===== config.mk =====
export PLATFORM = sky130hd
export DESIGN_NAME = rf_writeback_sequencer
export DESIGN_NICKNAME = d
export VERILOG_FILES = /design/src/rtl/rf_writeback_sequencer.sv
export SDC_FILE = /design/constraint.sdc
export NUM_CORES = 1
export LEC_CHECK = 0
export BUFFER_PORTS_ARGS = -buffer_cell sky130_fd_sc_hd__clkbuf_2
export CAP_MARGIN = 20
export CORE_MARGIN = 1
export CORE_UTILIZATION = 51
export DETAILED_ROUTE_END_ITERATION = 10
export GPL_TIMING_DRIVEN = 0
export MAX_ROUTING_LAYER = met4
export PLACE_DENSITY = 0.78
export SKIP_CTS_REPAIR_TIMING = 1
export SKIP_LAST_GASP = 1
export SYNTH_ARGS = -nofsm -noshare
export SYNTH_HDL_FRONTEND = slang
export SYNTH_SLANG_ARGS = --single-unit

===== constraint.sdc =====
create_clock -name clk -period 3.2 [get_ports clk]
set_input_delay 0.48 -clock clk [delete_from_list [all_inputs] [get_ports clk]]
set_output_delay 0.48 -clock clk [all_outputs]
set_load 0.005 [all_outputs]

===== src/rtl/rf_writeback_sequencer.sv =====
// Sole writer of the register file: merges 1-cycle ALU results with FIFO-buffered load results
// and keeps a per-register load-busy scoreboard. Define WB_BYPASS_EN to let loads skip an empty FIFO.
module rf_writeback_sequencer #(
    parameter int XLEN  = 64,
    parameter int DEPTH = 4
) (
    input  logic                   clk,
    input  logic                   reset,
    input  logic                   alu_valid,
    input  logic [4:0]             alu_rd,
    input  logic [XLEN-1:0]        alu_data,
    input  logic                   mem_valid,
    output logic                   mem_ready,
    input  logic [4:0]             mem_rd,
    input  logic [XLEN-1:0]        mem_data,
    input  logic                   ld_issue,
    input  logic [4:0]             ld_rd,
    output logic                   ld_issue_ready,
    input  logic [4:0]             q_rs1,
    input  logic [4:0]             q_rs2,
    output logic                   rs1_busy,
    output logic                   rs2_busy,
    output logic                   wb_we,
    output logic [4:0]             wb_rd,
    output logic [XLEN-1:0]        wb_data,
    output logic [$clog2(DEPTH):0] fifo_count
);
    localparam int AW = $clog2(DEPTH);
    localparam int CW = AW + 1;
    localparam logic [CW-1:0] FULL = CW'(DEPTH);

    logic [XLEN-1:0] fifo_data [DEPTH];
    logic [4:0]      fifo_rd   [DEPTH];
    logic [AW-1:0]   wr_ptr;
    logic [AW-1:0]   rd_ptr;
    logic [31:0]     busy;
    logic [31:0]     busy_nxt;
    logic [4:0]      head_rd;
    logic [XLEN-1:0] head_data;
    logic            accept;
    logic            alu_take;
    logic            fifo_empty;
    logic            pop;
    logic            push;
    logic            bypass;
    logic            issue_set;

    assign head_rd    = fifo_rd[rd_ptr];
    assign head_data  = fifo_data[rd_ptr];
    assign mem_ready  = !reset && (fifo_count < FULL);
    assign accept     = mem_valid && mem_ready;
    assign alu_take   = alu_valid && (alu_rd != 5'd0);
    assign fifo_empty = (fifo_count == '0);
    assign pop        = !alu_take && !fifo_empty;

`ifdef WB_BYPASS_EN
    // An empty FIFO and an idle ALU slot let the load go straight to the write port.
    assign bypass = accept && (mem_rd != 5'd0) && fifo_empty && !alu_take;
`else
    assign bypass = 1'b0;
`endif

    // x0 loads complete the handshake but are never stored.
    assign push = accept && (mem_rd != 5'd0) && !bypass;

    assign ld_issue_ready = (ld_rd == 5'd0) || !busy[ld_rd];
    assign issue_set      = ld_issue && ld_issue_ready && (ld_rd != 5'd0);
    assign rs1_busy       = (q_rs1 != 5'd0) && busy[q_rs1];
    assign rs2_busy       = (q_rs2 != 5'd0) && busy[q_rs2];

    // Clears first so a same-cycle issue to the same register wins.
    always_comb begin
        busy_nxt = busy;
        if (pop)
            busy_nxt[head_rd] = 1'b0;
        if (bypass)
            busy_nxt[mem_rd] = 1'b0;
        if (issue_set)
            busy_nxt[ld_rd] = 1'b1;
    end

    always_ff @(posedge clk) begin
        if (reset) begin
            wr_ptr     <= '0;
            rd_ptr     <= '0;
            fifo_count <= '0;
            busy       <= '0;
            wb_we      <= 1'b0;
            wb_rd      <= 5'd0;
            wb_data    <= '0;
        end else begin
            if (push)
                wr_ptr <= wr_ptr + AW'(1);
            if (pop)
                rd_ptr <= rd_ptr + AW'(1);
            if (push && !pop)
                fifo_count <= fifo_count + CW'(1);
            else if (pop && !push)
                fifo_count <= fifo_count - CW'(1);
            busy <= busy_nxt;

            if (alu_take) begin
                wb_we   <= 1'b1;
                wb_rd   <= alu_rd;
                wb_data <= alu_data;
            end else if (pop) begin
                wb_we   <= 1'b1;
                wb_rd   <= head_rd;
                wb_data <= head_data;
            end else if (bypass) begin
                wb_we   <= 1'b1;
                wb_rd   <= mem_rd;
                wb_data <= mem_data;
            end else begin
                wb_we <= 1'b0;
            end
        end
    end

    // Storage is not reset; occupancy alone decides what is valid.
    always_ff @(posedge clk) begin
        if (push) begin
            fifo_data[wr_ptr] <= mem_data;
            fifo_rd[wr_ptr]   <= mem_rd;
        end
    end
endmodule


* Word level (Yosys, flattened, before mapping)
Memory sizes are Yosys's and may differ from the RTL's. A register that Yosys moved wholly into a read port is not among the register bits.
Index checks and enable logic that the tools add are counted.
Widths: inputs -> output; s select.
** Word-level totals
- Memory bits (writable) :: 276
- Bits of input ports :: 158
- Memories :: 2
- Word-level logic and storage cells :: 78
- Output and inout port bits :: 77
- Bits in registers :: 109
** Cells by class
- Order comparisons :: 7
- Reduce and logical (&&, ||, !) cells :: 29
- Multiplexer cells :: 26
- Add/subtract/negate cells :: 4
- Bitwise gates (word level) :: 3
** Memories
- fifo_data :: depth 4, bits a word 64, rd ports 1, clocked after Yosys merged registers in 1, write ports 1, RTL line 32 : logic [XLEN-1:0] fifo_data [DEPTH];
- fifo_rd :: depth 4, bits a word 5, rd ports 1, clocked after Yosys merged registers in 1, write ports 1, RTL line 33 : logic [4:0] fifo_rd [DEPTH];
** Operators by type and width (number)
- $mux 64 :: 2
- $mux 32 :: 2
- $and 32x32->32 :: 1
- $not 32->32 :: 1
- $or 32x32->32 :: 1
- $reduce_bool 5->1 :: 5
- $lt 5x6->1 const B :: 4
- $bmux 1 s5 :: 3
- $logic_and 1x1->1 :: 13
- $demux 1 s5 :: 2
- $ge 5x1->1 const B :: 2
- $mux 5 :: 2
- $mux 1 :: 9
- $mux 2 :: 4
- $logic_not 1->1 :: 6
- $mux 3 :: 2
- $logic_not 5->1 :: 1
- $add 2x1->2 const B :: 2
- $reduce_bool 2->1 :: 2
- $add 3x1->3 const B :: 1
- $logic_not 3->1 :: 1
- $lt 3x3->1 const B :: 1
- $sub 3x1->3 const B :: 1
- $logic_or 1x1->1 :: 1

* Depth between registers and ports, before layout
Gate-level depths: netlist of run 1.
- Depth in word-level cells :: 9
- Gate-level depth with buffers :: 10
- Depth with buffers taken out :: 8

* Worst setup path after synthesis of run 1
No wires, ideal clock.
- Path kind :: in2reg
- From :: input port reset
- To :: memory fifo_data[1][0], enable pin
- Required time :: 2.765 ns
- Library setup time :: 0.435 ns
- Buffers on the path :: 2
- Setup slack :: -0.063 ns
- Arrival :: 2.828 ns
- Stages on the path :: 5
- Cells stage by stage :: clkbuf_1 -> nor2_1 -> o211a_1 -> clkbuf_1 -> and2_1
** Between the ends
- Word-level cells in the longest chain between the ends :: 6
** RTL lines
- from (decl) :: RTL line 8 : input logic reset,
- $logic_not 1->1 :: RTL line 50 : assign mem_ready = !reset && (fifo_count < FULL);
- $logic_and 1x1->1 :: RTL line 50
- via mem_ready :: RTL line 13 : output logic mem_ready,
- $logic_and 1x1->1 :: RTL line 51 : assign accept = mem_valid && mem_ready;
- $logic_and 1x1->1 :: RTL line 64 : assign push = accept && (mem_rd != 5'd0) && !bypass;
- via push :: RTL line 44 : logic push;
- $mux 1 :: RTL line 122 : if (push) begin
- $mux 1 (implied by the code) :: RTL line 123 : fifo_data[wr_ptr] <= mem_data;
- to (decl) :: RTL line 32
The timed path passes the listed nets, and every way through them passes these cells.

* Worst setup path after layout of run 1
- From :: input port ld_rd[1]
- To :: output port ld_issue_ready
** Between the ends
- Word-level cells in the longest chain between the ends :: 4
- Elaborated cells on any way between the ends :: 5
- Classes of those cells :: 2 x mux; 3 x reduce/logical
** RTL lines
- from (decl) :: RTL line 17 : input logic [4:0] ld_rd,
- $bmux 1 s5 :: RTL line 66 : assign ld_issue_ready = (ld_rd == 5'd0) || !busy[ld_rd];
- $mux 1 (implied by the code) :: RTL line 66
- $logic_not 1->1 :: RTL line 66
- $logic_or 1x1->1 * :: RTL line 66
- to (decl) :: RTL line 18 : output logic ld_issue_ready,
Mark *: on every way between the ends. The rest lies on a longest branch, timed or not. The select of a mux whose other input is x is not followed.

==> key figures, run 1 <==
GRT
  • Total grt overflow: 0
  • Initial antenna violation count: 5
  • Vias in the first global route: 10.10k
  • First-pass GRT wire length: 56940 um
  • Pin count of the biggest net entering global routing: 59
  • GRT Util Overall: 0.2523

Die
  • Starting Density: 0.5203
  • Core Rows: 63
  • Num ports: 235
  • Core area: 29800 um^2
  • Die area: 31100 um^2
  • Chip width: 176.4 um
  • Die Y: 176.4 um

Critical path
  • Critical Path Fanout Max: 10
  • Crit path buf inv count: 4
  • Slowest cell delay on critical path: 0.45 ns
  • CP Launch Type: input pin
  • WP data required: 2.72 ns
  • Worst r2r src: fifo_count[2]$_SDFFE_PP0P_
  • Critical path arrival: 2.61 ns
  • Critical Path Source: ld_rd[1]
  • Crit end category: output pin
  • Critical path type: input pin to output pin
  • Crit path max-delay cell type: clkbuf_1
  • Critical-path cell list: clkbuf_2 -> clkbuf_1 -> mux4_2 -> a22oi_1 -> o22ai_1 -> clkbuf_1 -> o21ai_0 -> clkbuf_2
  • Delay-heaviest family, CP: buffers and inverters

Synth
  • Syn. warnings: 0
  • Synth top area share: 0.5346
  • Yosys cell types: 42
  • Main synth FF type: edfxtp_1
  • Register bit total from synthesis: 387
  • Mapped Cells: 1001
  • Sequential fraction of the synthesis area: 0.6779
  • Most common cell in the netlist: edfxtp_1
  • Syn nets: 1165
  • Fraction of registers with async set/reset: 0
  • Top post-synthesis cells by area: edfxtp_1, dfxtp_1, mux4_2, a311oi_1, nand2_1
  • Top post-synthesis cells by count: edfxtp_1, nand2_1, dfxtp_1
  • Synth Area per Inst: 15.49 um^2
  • Number of synthesized flops with an enable pin: 276
  • Post-synth top area cell: edfxtp_1
  • Synth Cell Area: 15500 um^2

Timing
  • Worst-Margin Slew: 0.9753 ns
  • Slew Limit Fails: 0
  • Final hold vios: 0
  • RSZ-0062 raised after global routing: true
  • Setup violators final: 0
  • Crit path time final: 3.085 ns
  • Tcrit/Tclk final: 0.9641
  • Clock Skew: 0.01547 ns
  • Fmax: 324.1 MHz
  • Slew HR: 0.3498
  • Setup_tns: 0 ns
  • Final worst slack: 0.1150 ns

Layout
  • Non-Filler Instances: 1697
  • Share of layout cells above drive strength 1: 0.3182
  • Nets: 1435
  • Area growth syn-to-layout: 20.30%

Power and ir drop
  • Total power: 0.01404 W
  • Leakage power: 6.540 nW
  • PwrDens: 753.0 nW/um^2
  • Worst VDD drop: 0.4749 mV

Clocking
  • H-tree Lvls: 2
  • Clock latency on the worst-skew pair: 0.54 ns
  • CTS buffer count: 39
  • CTS tree: yes
  • Clock root buffer: clkbuf_16
  • CTS sink count: 387
  • Clock Path Buffers: 3
  • CTS clk-pin slew, worst paths: 0.06 ns

Drt
  • Final WL: 37960 um
  • Vias: 10.09k
  • DRC: 0
  • Drt pass-1 iters: 5
  • Routed WL per cell: 22.37 um
  • Drt first-iter violations: 926
  • Detail Route Antenna Nets: 0
  • Vias/cell: 5.945

Placement
  • Buffers on Ports: 226
  • Post-DP HPWL: 25370 um
  • Pre-CTS WS: 0.04694 ns
  • Placed Cells: 1621
  • GPL Wtd Cong: 0.9390

Job
  • Max-cap viol count: 0

Worst hold path
  • Worst hold path class: input pin to flop
  • HP Start: mem_data[21]

Run status
  • Run status: finished clean
[sequential cells by signal, summed over array words and instances (netlist names), named ones only]
name        count
fifo_data     256
wb_data        64
busy           32
fifo_rd        20
wb_rd           5
fifo_count      3
rd_ptr          2
wr_ptr          2
wb_we           1
[metal layers]
metal	up-vias	part of all wire	global-route usage	routed length [um]
met3	88	0.083	0.05685	3140
met2	450	0.50	0.4045	18840
met4	0	0.031	0.09159	1163
met5	-	0	-	0
li1	4523	-	-	-
met1	5028	0.39	0.3163	14810
[worst reg2reg max path, cell delays in order (launching register included)]
cell,delay (ns)
dfxtp_1,0.39
or3_1,0.65
buf_1,0.36
nand3_1,0.20
ha_1,0.20
inv_1,0.06
fa_1,0.37
xor2_1,0.18
or3_1,0.31
a21oi_1,0.15
[logic make-up (layout without fill, tap and decap cells)]
| family | Yosys count | after routing | synth area share |
|---|---|---|---|
| fa+ha+maj | 6 | 6 | 0.005326 |
| other cells | 0 | 6 | 0 |
| buf+inv | 80 | 380 | 0.02155 |
| mux | 107 | 107 | 0.1453 |
| xor+xnor | 5 | 5 | 0.002825 |
| compound gates | 149 | 149 | 0.07514 |
| flops | 387 | 387 | 0.6779 |
| simple gates | 267 | 267 | 0.07191 |
[worst paths after layout]
check                                                   to  depth (start not counted)  slack (ns)
worst max register to register  fifo_count[2]$_SDFFE_PP0P_                          9        0.27
worst min register to register          busy[0]$_SDFF_PP0_                          1        0.45
worst min-delay path            fifo_data[1][21]$_DFFE_PP_                          1        0.16
worst max-delay path                        ld_issue_ready                          8        0.11
[report_power, final]
group | total (W) | switching (W) | internal, W
clock network | 0.00487 | 0.00189 | 0.00299
registers | 0.00598 | 0.000196 | 0.00578
logic | 0.00320 | 0.00200 | 0.00120
total | 0.0140 | 0.00408 | 0.00996
[layout by cell type, fill, tap and decap left out, types with 5 or more instances in the layout]
| master | instances |
|---|---|
| clkbuf_1 | 51 |
| a311oi_1 | 67 |
| buf_1 | 12 |
| dfxtp_1 | 111 |
| o21ai_1 | 8 |
| o21ai_0 | 8 |
| o31ai_1 | 20 |
| nand2_1 | 141 |
| mux2_2 | 5 |
| mux2i_1 | 8 |
| clkbuf_16 | 40 |
| clkbuf_2 | 226 |
| a21oi_1 | 13 |
| nor2_1 | 82 |
| buf_2 | 15 |
| nand3_1 | 11 |
| bufinv_16 | 7 |
| nand4_1 | 5 |
| mux4_2 | 94 |
| clkinv_1 | 6 |
| edfxtp_1 | 276 |
| diode_2 | 6 |
| clkbuf_8 | 5 |
| o311ai_0 | 12 |
| o311ai_1 | 12 |
| ha_1 | 5 |
[metrics by stage]
stage / util / area, um^2 / hold slack (ns)
after floorplan: - / 15510 / 0.4249
after global placement: 0.5748 / 17130 / 0.4353
after detailed placement: 0.5789 / 17250 / 0.4346
after CTS: 0.6254 / 18630 / 0.1458
after global routing: 0.6258 / 18650 / 0.1532
final: 0.6259 / 18650 / 0.1583
[area by class of cell]
type	count	area, um^2
antenna	6	15.01
buffer	75	315.3
clock buffer	50	1089
clock inverter	21	297.8
fill	2184	11150
inverter	4	15.01
multi-input combinational	534	4679
sequential	387	10510
tap	390	488.0
timing repair buffer	230	1241
No activity file was read; power rests on OpenSTA's default activity.
==> run 2: changes to the inputs <==
Settings changed: ABC_AREA set to 1, CELL_PAD_IN_SITES_DETAIL_PLACEMENT set to 1, CELL_PAD_IN_SITES_GLOBAL_PLACEMENT set to 2, CORE_UTILIZATION 51 to 39, PLACE_DENSITY 0.78 to 0.87.
Clock period 3.2 ns to 3.6 ns, I/O delays scaled along.
==> key figures, run 2 <==
Power and ir drop
  • Clock network power share: 0.349 (+0.002)
  • Internal power: 0.008686 W (-13%)
  • Worst VDD drop: 0.3855 mV (-19%)
  • Total power: 0.01281 W (-8.8%)
  • Leakage power: 8.018 nW (+23%)
  • PwrDens: 639.2 nW/um^2 (-15%)
  • Sw power: 0.004121 W (+1.0%)
  • Combinational power share: 0.237 (+0.009)
  • Sequential power share: 0.414 (-0.011)
  • Sw Share: 0.3218 (+0.03131)

Timing
  • Min Hold Slack: 0.1667 ns (+0.008328 ns)
  • Setup violators final: 0 (unchanged)
  • Crit path time final: 2.727 ns
  • Final hold vios: 0 (unchanged)
  • Final worst slack: 0.8733 ns (+0.7584 ns)
  • Fmax: 366.7 MHz
  • Slew HR: 0.3583 (+0.008526)
  • Worst-Margin Slew: 0.9603 ns (-0.01507 ns)
  • Slew Limit Fails: 0 (unchanged)
  • Tcrit/Tclk final: 0.7574
  • Clock Skew: 0.03223 ns (+0.01676 ns)
  • RSZ-0062 raised after global routing: false

Layout
  • Design area: 20040 um^2 (+7.4%)
  • Core Util, Final: 0.4788 (-0.1472)
  • Biggest regs: fifo_data (256), wb_data (64), busy (32)
  • Commonest non-fill, non-tap cell in the layout: nand2_1
  • Fillers: 4797 (+120%)
  • Biggest register: fifo_data
  • Commonest non-fill, non-tap cells in the layout: nand2_1, edfxtp_1, clkbuf_2
  • Share of layout cells above drive strength 1: 0.1997 (-0.1185)
  • Area growth syn-to-layout: 21.34%
  • Largest register FFs: 256 (unchanged)
  • Nets: 2118 (+48%)

Critical path
  • WP data required: 3.87 ns (+1.15 ns)
  • Worst r2r src: fifo_count[2]$_SDFFE_PP0P_
  • Critical path type: input pin to flop
  • Reg2reg setup slack: 0.98 ns (+0.71 ns)
  • CP Launch Type: input pin
  • R2R depth: 5 (-4)
  • Reg2reg end: fifo_data[0][41]$_DFFE_PP_
  • Critical Path Fanout Max: 28 (+18)
  • Critical path arrival: 2.99 ns (+0.38 ns)
  • Crit end category: flop

Worst hold path
  • Hold Path Cell Cnt: 2 (+1)
  • HP Start: reset
  • Worst hold path endpoint: wb_we$_SDFF_PP0_
  • Worst hold path class: input pin to flop

Die
  • Die area: 43170 um^2 (+39%)
  • Num ports: 235 (unchanged)
  • Chip width: 207.8 um (+18%)
  • Die Y: 207.8 um (+18%)
  • Core area: 41850 um^2 (+40%)
  • Core Rows: 75 (+19%)
  • Starting Density: 0.3946 (-0.1257)

Drt
  • Final WL: 55340 um (+46%)
  • Vias: 13.54k (+34%)
  • Drt pass-1 iters: 5 (unchanged)
  • WL met3: 3487 um (+11%)
  • Routed WL per cell: 21.85 um (-2.3%)
  • Met2 wire len: 26910 um (+43%)
  • DRC: 0 (unchanged)
  • Drt first-iter violations: 841 (-9.2%)
  • Detail Route Antenna Nets: 0 (unchanged)
  • Vias/cell: 5.344 (-10%)
  • Wire length on met1: 23530 um (+59%)
  • Highest routed layer: met4

Synth
  • Syn. warnings: 0 (unchanged)
  • Simple-gate share of the synthesized area: 0.2029 (+0.1310)
  • XOR/XNOR Fraction of Synth Area: 0.0005303 (-0.002294)
  • Post-synth top area cell: edfxtp_1
  • Compound-cell area share of the yosys netlist: 0.09372 (+0.01858)
  • Synth Cell Area: 16510 um^2 (+6.5%)
  • Fraction of registers with async set/reset: 0 (unchanged)
  • Yosys cell types: 33 (-21%)
  • Area share of fa/ha/maj cells after synthesis: 0.005000 (-0.0003261)
  • Most common cell in the netlist: nand2_1
  • Multiplexer share of the synthesized area: 0.003031 (-0.1423)
  • Top post-synthesis cells by count: nand2_1, edfxtp_1, nand3_1
  • Register bit total from synthesis: 387 (unchanged)
  • Sequential fraction of the synthesis area: 0.6364 (-0.04150)
  • Number of synthesized flops with an enable pin: 276 (unchanged)
  • Syn nets: 1833 (+57%)
  • Top post-synthesis cells by area: edfxtp_1, dfxtp_1, nand2_1, nand3_1, o21ai_0
  • Main synth FF type: edfxtp_1
  • Synth top area share: 0.5019 (-0.03273)
  • Synth Area per Inst: 9.895 um^2 (-36%)
  • Largest family of logic cells by synthesized area: simple AND/OR/NAND/NOR gates
  • Mapped Cells: 1669 (+67%)

Clocking
  • CTS clk-pin slew, worst paths: 0.06 ns (about the same)
  • CTS buffer count: 42 (+7.7%)
  • H-tree Lvls: 2 (unchanged)
  • CTS sink count: 387 (unchanged)
  • Clock Path Buffers: 3 (unchanged)
  • Clock root buffer: clkbuf_16
  • Clock latency on the worst-skew pair: 0.58 ns (+0.04 ns)
  • CTS tree: yes

GRT
  • Total grt overflow: 0 (unchanged)
  • GRT Util Overall: 0.2654 (+0.01306)
  • Pin count of the biggest net entering global routing: 29 (-51%)
  • Vias in the first global route: 14.20k (+41%)
  • Initial antenna violation count: 6 (+1)
  • First-pass GRT wire length: 84170 um (+48%)

Run status
  • Run status: finished clean

Placement
  • GPL Wtd Cong: 0.8894 (-5.3%)
  • Post-DP HPWL: 39780 um (+57%)
  • Placed cell area: 18580 um^2 (+7.7%)
  • Buffers on Ports: 231 (+2.2%)
  • Pre-CTS WS: 0.2702 ns (+0.2233 ns)

Job
  • Max-cap viol count: 0 (unchanged)
[run 2: changes by cell type after synthesis, sizes merged, moves of 24 or more]
| cell | delta |
|---|---|
| nand2 | +261 |
| o311ai | -24 |
| mux4 | -94 |
| nor2 | +44 |
| a21oi | +57 |
| nand4 | +61 |
| nand3 | +151 |
| a311oi | -67 |
| buf | +40 |
| inv | +103 |
| o21ai | +155 |
[run 2: kinds of logic after synthesis]
kind of cell / after synthesis
and+or+nand+nor: 769
muxes: 5
AOI/OAI and AO/OA: 288
adders and majority gates: 6
xor gates and xnor gates: 1
buffers and inverters: 213
DFF: 387
[run 2: worst max path at each step]
stage,depth (start not counted),to,start,slack [ns]
6_report,7,fifo_data[0][41]$_DFFE_PP_,reset,0.87
5_1_grt,7,fifo_data[0][41]$_DFFE_PP_,reset,0.70
4_1_cts,7,fifo_data[0][47]$_DFFE_PP_,reset,0.87
3_5_place_dp,7,fifo_data[0][26]$_DFFE_PP_,reset,0.27
3_3_place_gp,5,fifo_data[3][29]$_DFFE_PP_,reset,-3.93
2_1_floorplan,4,fifo_data[0][0]$_DFFE_PP_,reset,-0.90
[run 2: critical path, cell delays in order]
cell	delay, ns
clkbuf_2	0.10
clkbuf_1	0.30
nor2_1	0.29
nand3_1	0.42
nor2_4	0.77
buf_12	0.28
buf_12	0.23
[run 2: area by class of cell]
class | instances | area (um^2) | share of cell area
tap | 539 | 674.4 | 0.03366
buffer | 106 | 563.0 | 0.02810
inverter | 107 | 401.6 | 0.02004
clock buffer | 55 | 1192 | 0.05951
antenna | 6 | 15.01 | 0.0007493
sequential | 387 | 10510 | 0.5245
multi-input combinational | 1069 | 5070 | 0.2530
clock inverter | 23 | 247.7 | 0.01236
timing repair buffer | 241 | 1364 | 0.06806
[run 2: power groups by stage]
stage / Combinational, W / Clock (W) / Sequential, W
3_3_place_gp: 0.00290 / 0 / 0.00541
4_1_cts: 0.00306 / 0.00454 / 0.00531
3_5_place_dp: 0.00303 / 0 / 0.00540
2_1_floorplan: 0.00170 / 0 / 0.00540
6_report: 0.00303 / 0.00447 / 0.00531
5_1_grt: 0.00334 / 0.00470 / 0.00534
[run 2: per-layer routing]
layer	up-vias	GRT usage
li1	6386	-
met1	6646	0.3355
met2	426	0.4352
met3	78	0.04539
met4	0	0.08174
met5	-	-
[run 2: metrics by stage]
| stage | cells | TNS, ns |
|---|---|---|
| 2_1_floorplan | 1669 | -249.21 |
| 3_3_place_gp | 2439 | -1066.36 |
| 3_5_place_dp | 2449 | 0 |
| 4_1_cts | 2527 | 0 |
| 5_1_grt | 2533 | 0 |
| 6_report | 2533 | 0 |
==> run 3: changes to the inputs <==
Settings changed: CORE_UTILIZATION 39 to 33, PLACE_DENSITY 0.87 to 0.78.
Clock period 3.6 ns to 2.4 ns, I/O delays scaled along.
==> key figures, run 3 (synthesized netlist as in run 2, its figures left out) <==
Run status
  • Run status: finished with violations
  • Failing checks: hold timing

GRT
  • GRT Util Overall: 0.2310 (-0.03439)
  • First-pass GRT wire length: 84530 um (+0.43%)
  • Total grt overflow: 0 (unchanged)
  • Initial antenna violation count: 6 (unchanged)
  • Pin count of the biggest net entering global routing: 28 (-3.4%)
  • Vias in the first global route: 13.86k (-2.4%)

Timing
  • RSZ-0062 raised after global routing: true
  • Slew Limit Fails: 0 (unchanged)
  • Crit path time final: 2.293 ns
  • Final hold vios: 1 (+1)
  • Setup_tns: 0 ns (unchanged)
  • Tcrit/Tclk final: 0.9553
  • Worst-Margin Slew: 0.8815 ns (-0.07875 ns)
  • Slew HR: 0.4123 (+0.05402)
  • Min Hold Slack: -0.000004524 ns (-0.1667 ns)
  • Clock Skew: 0.02612 ns (-0.006115 ns)
  • Final worst slack: 0.1072 ns (-0.7661 ns)
  • Fmax: 436.2 MHz
  • Setup violators final: 0 (unchanged)

Die
  • Core area: 49150 um^2 (+17%)
  • Die Y: 225.7 um (+8.6%)
  • Chip width: 225.7 um (+8.6%)
  • Starting Density: 0.3360 (-0.05861)
  • Die area: 50940 um^2 (+18%)
  • Core Rows: 81 (+8.0%)
  • Num ports: 235 (unchanged)

Drt
  • DRC: 0 (unchanged)
  • Routed WL per cell: 21.39 um (-2.1%)
  • Drt pass-1 iters: 7 (+2)
  • Vias: 13.66k (+0.93%)
  • Drt first-iter violations: 918 (+9.2%)
  • Detail Route Antenna Nets: 0 (unchanged)
  • Final WL: 57440 um (+3.8%)
  • Vias/cell: 5.086 (-4.8%)

Critical path
  • WP depth: 9 (+2)
  • Most common cell on crit path: nand2_1
  • Critical-path cell list: nand3_1 -> nand4_1 -> nand2_1 -> nand2_1 -> nor2_4 -> buf_6 -> nand2_1 -> nand2_1 -> clkbuf_2
  • Worst r2r src: fifo_count[2]$_SDFFE_PP0P_
  • Critical path arrival: 1.93 ns (-1.06 ns)
  • Crit end category: output pin
  • Crit path max-delay cell type: dfxtp_1
  • R2R depth: 5 (unchanged)
  • Delay-heaviest family, CP: simple AND/OR/NAND/NOR gates
  • Reg2reg end: fifo_data[1][50]$_DFFE_PP_
  • WP data required: 2.04 ns (-1.83 ns)
  • Crit path buf inv count: 2 (-2)
  • Critical Path Source: busy[19]$_SDFF_PP0_
  • Critical Path Fanout Max: 10 (-64%)
  • CP Launch Type: flop
  • Reg2reg setup slack: 0.12 ns (-0.86 ns)
  • Worst setup path end: ld_issue_ready
  • Critical path type: flop to output pin
  • Slowest cell delay on critical path: 0.37 ns (-0.40 ns)

Layout
  • Largest register FFs: 256 (unchanged)
  • Commonest non-fill, non-tap cells in the layout: nand2_1, edfxtp_1, clkbuf_2
  • Area growth syn-to-layout: 23.62%
  • Biggest register: fifo_data
  • Core Util, Final: 0.4153 (-0.06342)
  • Commonest non-fill, non-tap cell in the layout: nand2_1
  • Design area: 20420 um^2 (+1.9%)
  • Fillers: 5580 (+16%)
  • Biggest regs: fifo_data (256), wb_data (64), busy (32)
  • Nets: 2144 (+1.2%)
  • Share of layout cells above drive strength 1: 0.2049 (+0.005163)
  • Non-Filler Instances: 2686 (+6.0%)

Placement
  • Post-DP HPWL: 41530 um (+4.4%)
  • Placed cell area: 18770 um^2 (+1.0%)
  • Placed Cells: 2574 (+5.1%)
  • Pre-CTS WS: -0.3426 ns (-0.6128 ns)
  • Buffers on Ports: 231 (unchanged)
  • GPL Wtd Cong: 0.8697 (-2.2%)

Power and ir drop
  • Leakage power: 8.111 nW (+1.2%)
  • PwrDens: 943.8 nW/um^2 (+48%)
  • Worst VDD drop: 0.4545 mV (+18%)

Clocking
  • Clock root buffer: clkbuf_16
  • Clock latency on the worst-skew pair: 0.58 ns (about the same)
  • CTS buffer count: 45 (+7.1%)
  • H-tree Lvls: 2 (unchanged)
  • Clock Path Buffers: 3 (unchanged)
  • CTS sink count: 387 (unchanged)
  • CTS tree: yes
  • CTS clk-pin slew, worst paths: 0.06 ns (about the same)

Worst hold path
  • Worst hold path class: input pin to flop

Job
  • Max-cap viol count: 0 (unchanged)
-- run 3: cell count changes in the layout (fill, tap and decap cells not counted), moves of 3 or more --
cell           change
buf_4              +9
bufinv_16          -3
clkbuf_1           +7
clkinv_1           -5
dlygate4sd3_1     +14
-- run 3: final cells by class --
cell class,instances,area (um^2),area share
inverters,107,401.6,0.01967
plain buffers,106,566.8,0.02776
flip-flops and latches,387,10510,0.5149
repair buffers,264,1587,0.07771
well taps,664,830.8,0.04069
multi-input cells,1069,5085,0.2491
clock inverters,18,156.4,0.007661
diodes,6,15.01,0.0007354
clock buffers,65,1261,0.06178
-- run 3: where the power goes --
| part | leakage [nW] | internal (W) | switching, W |
|---|---|---|---|
| Combinational | 4.01 | 0.00143 | 0.00324 |
| Sequential | 3.42 | 0.00771 | 0.000289 |
| Clock | 0.689 | 0.00380 | 0.00280 |
| Total | 8.11 | 0.0129 | 0.00634 |
-- run 3: metal layers --
metal / GRT usage / up-vias / share of wire
met5: - / - / 0
met4: 0.06013 / 0 / 0.019
met3: 0.04072 / 73 / 0.054
met2: 0.3843 / 345 / 0.49
met1: 0.2893 / 6809 / 0.43
li1: - / 6435 / -
-- run 3: per-stage QoR --
step / power [W] / hold slack (ns)
after global routing: 0.02007 / 0.00008971
after detailed placement: 0.01276 / 0.4705
after floorplan: 0.01064 / 0.4439
after CTS: 0.01936 / -0.03015
after global placement: 0.01259 / 0.4634
final: 0.01927 / -0.000004524
-- run 3: how the worst min path moves through the flow --
stage	slack, ns	start	cells after the start	end
finish	-0.000005	mem_data[2]	1	fifo_data[1][2]$_DFFE_PP_
global route	0.00009	mem_data[42]	1	fifo_data[0][42]$_DFFE_PP_
CTS	-0.03	mem_data[2]	1	fifo_data[1][2]$_DFFE_PP_
detailed placement	0.47	wb_data[9]$_SDFFE_PP0P_	2	wb_data[9]$_SDFFE_PP0P_
global placement	0.46	wb_data[25]$_SDFFE_PP0P_	2	wb_data[25]$_SDFFE_PP0P_
floorplan	0.44	reset	1	wb_we$_SDFF_PP0_
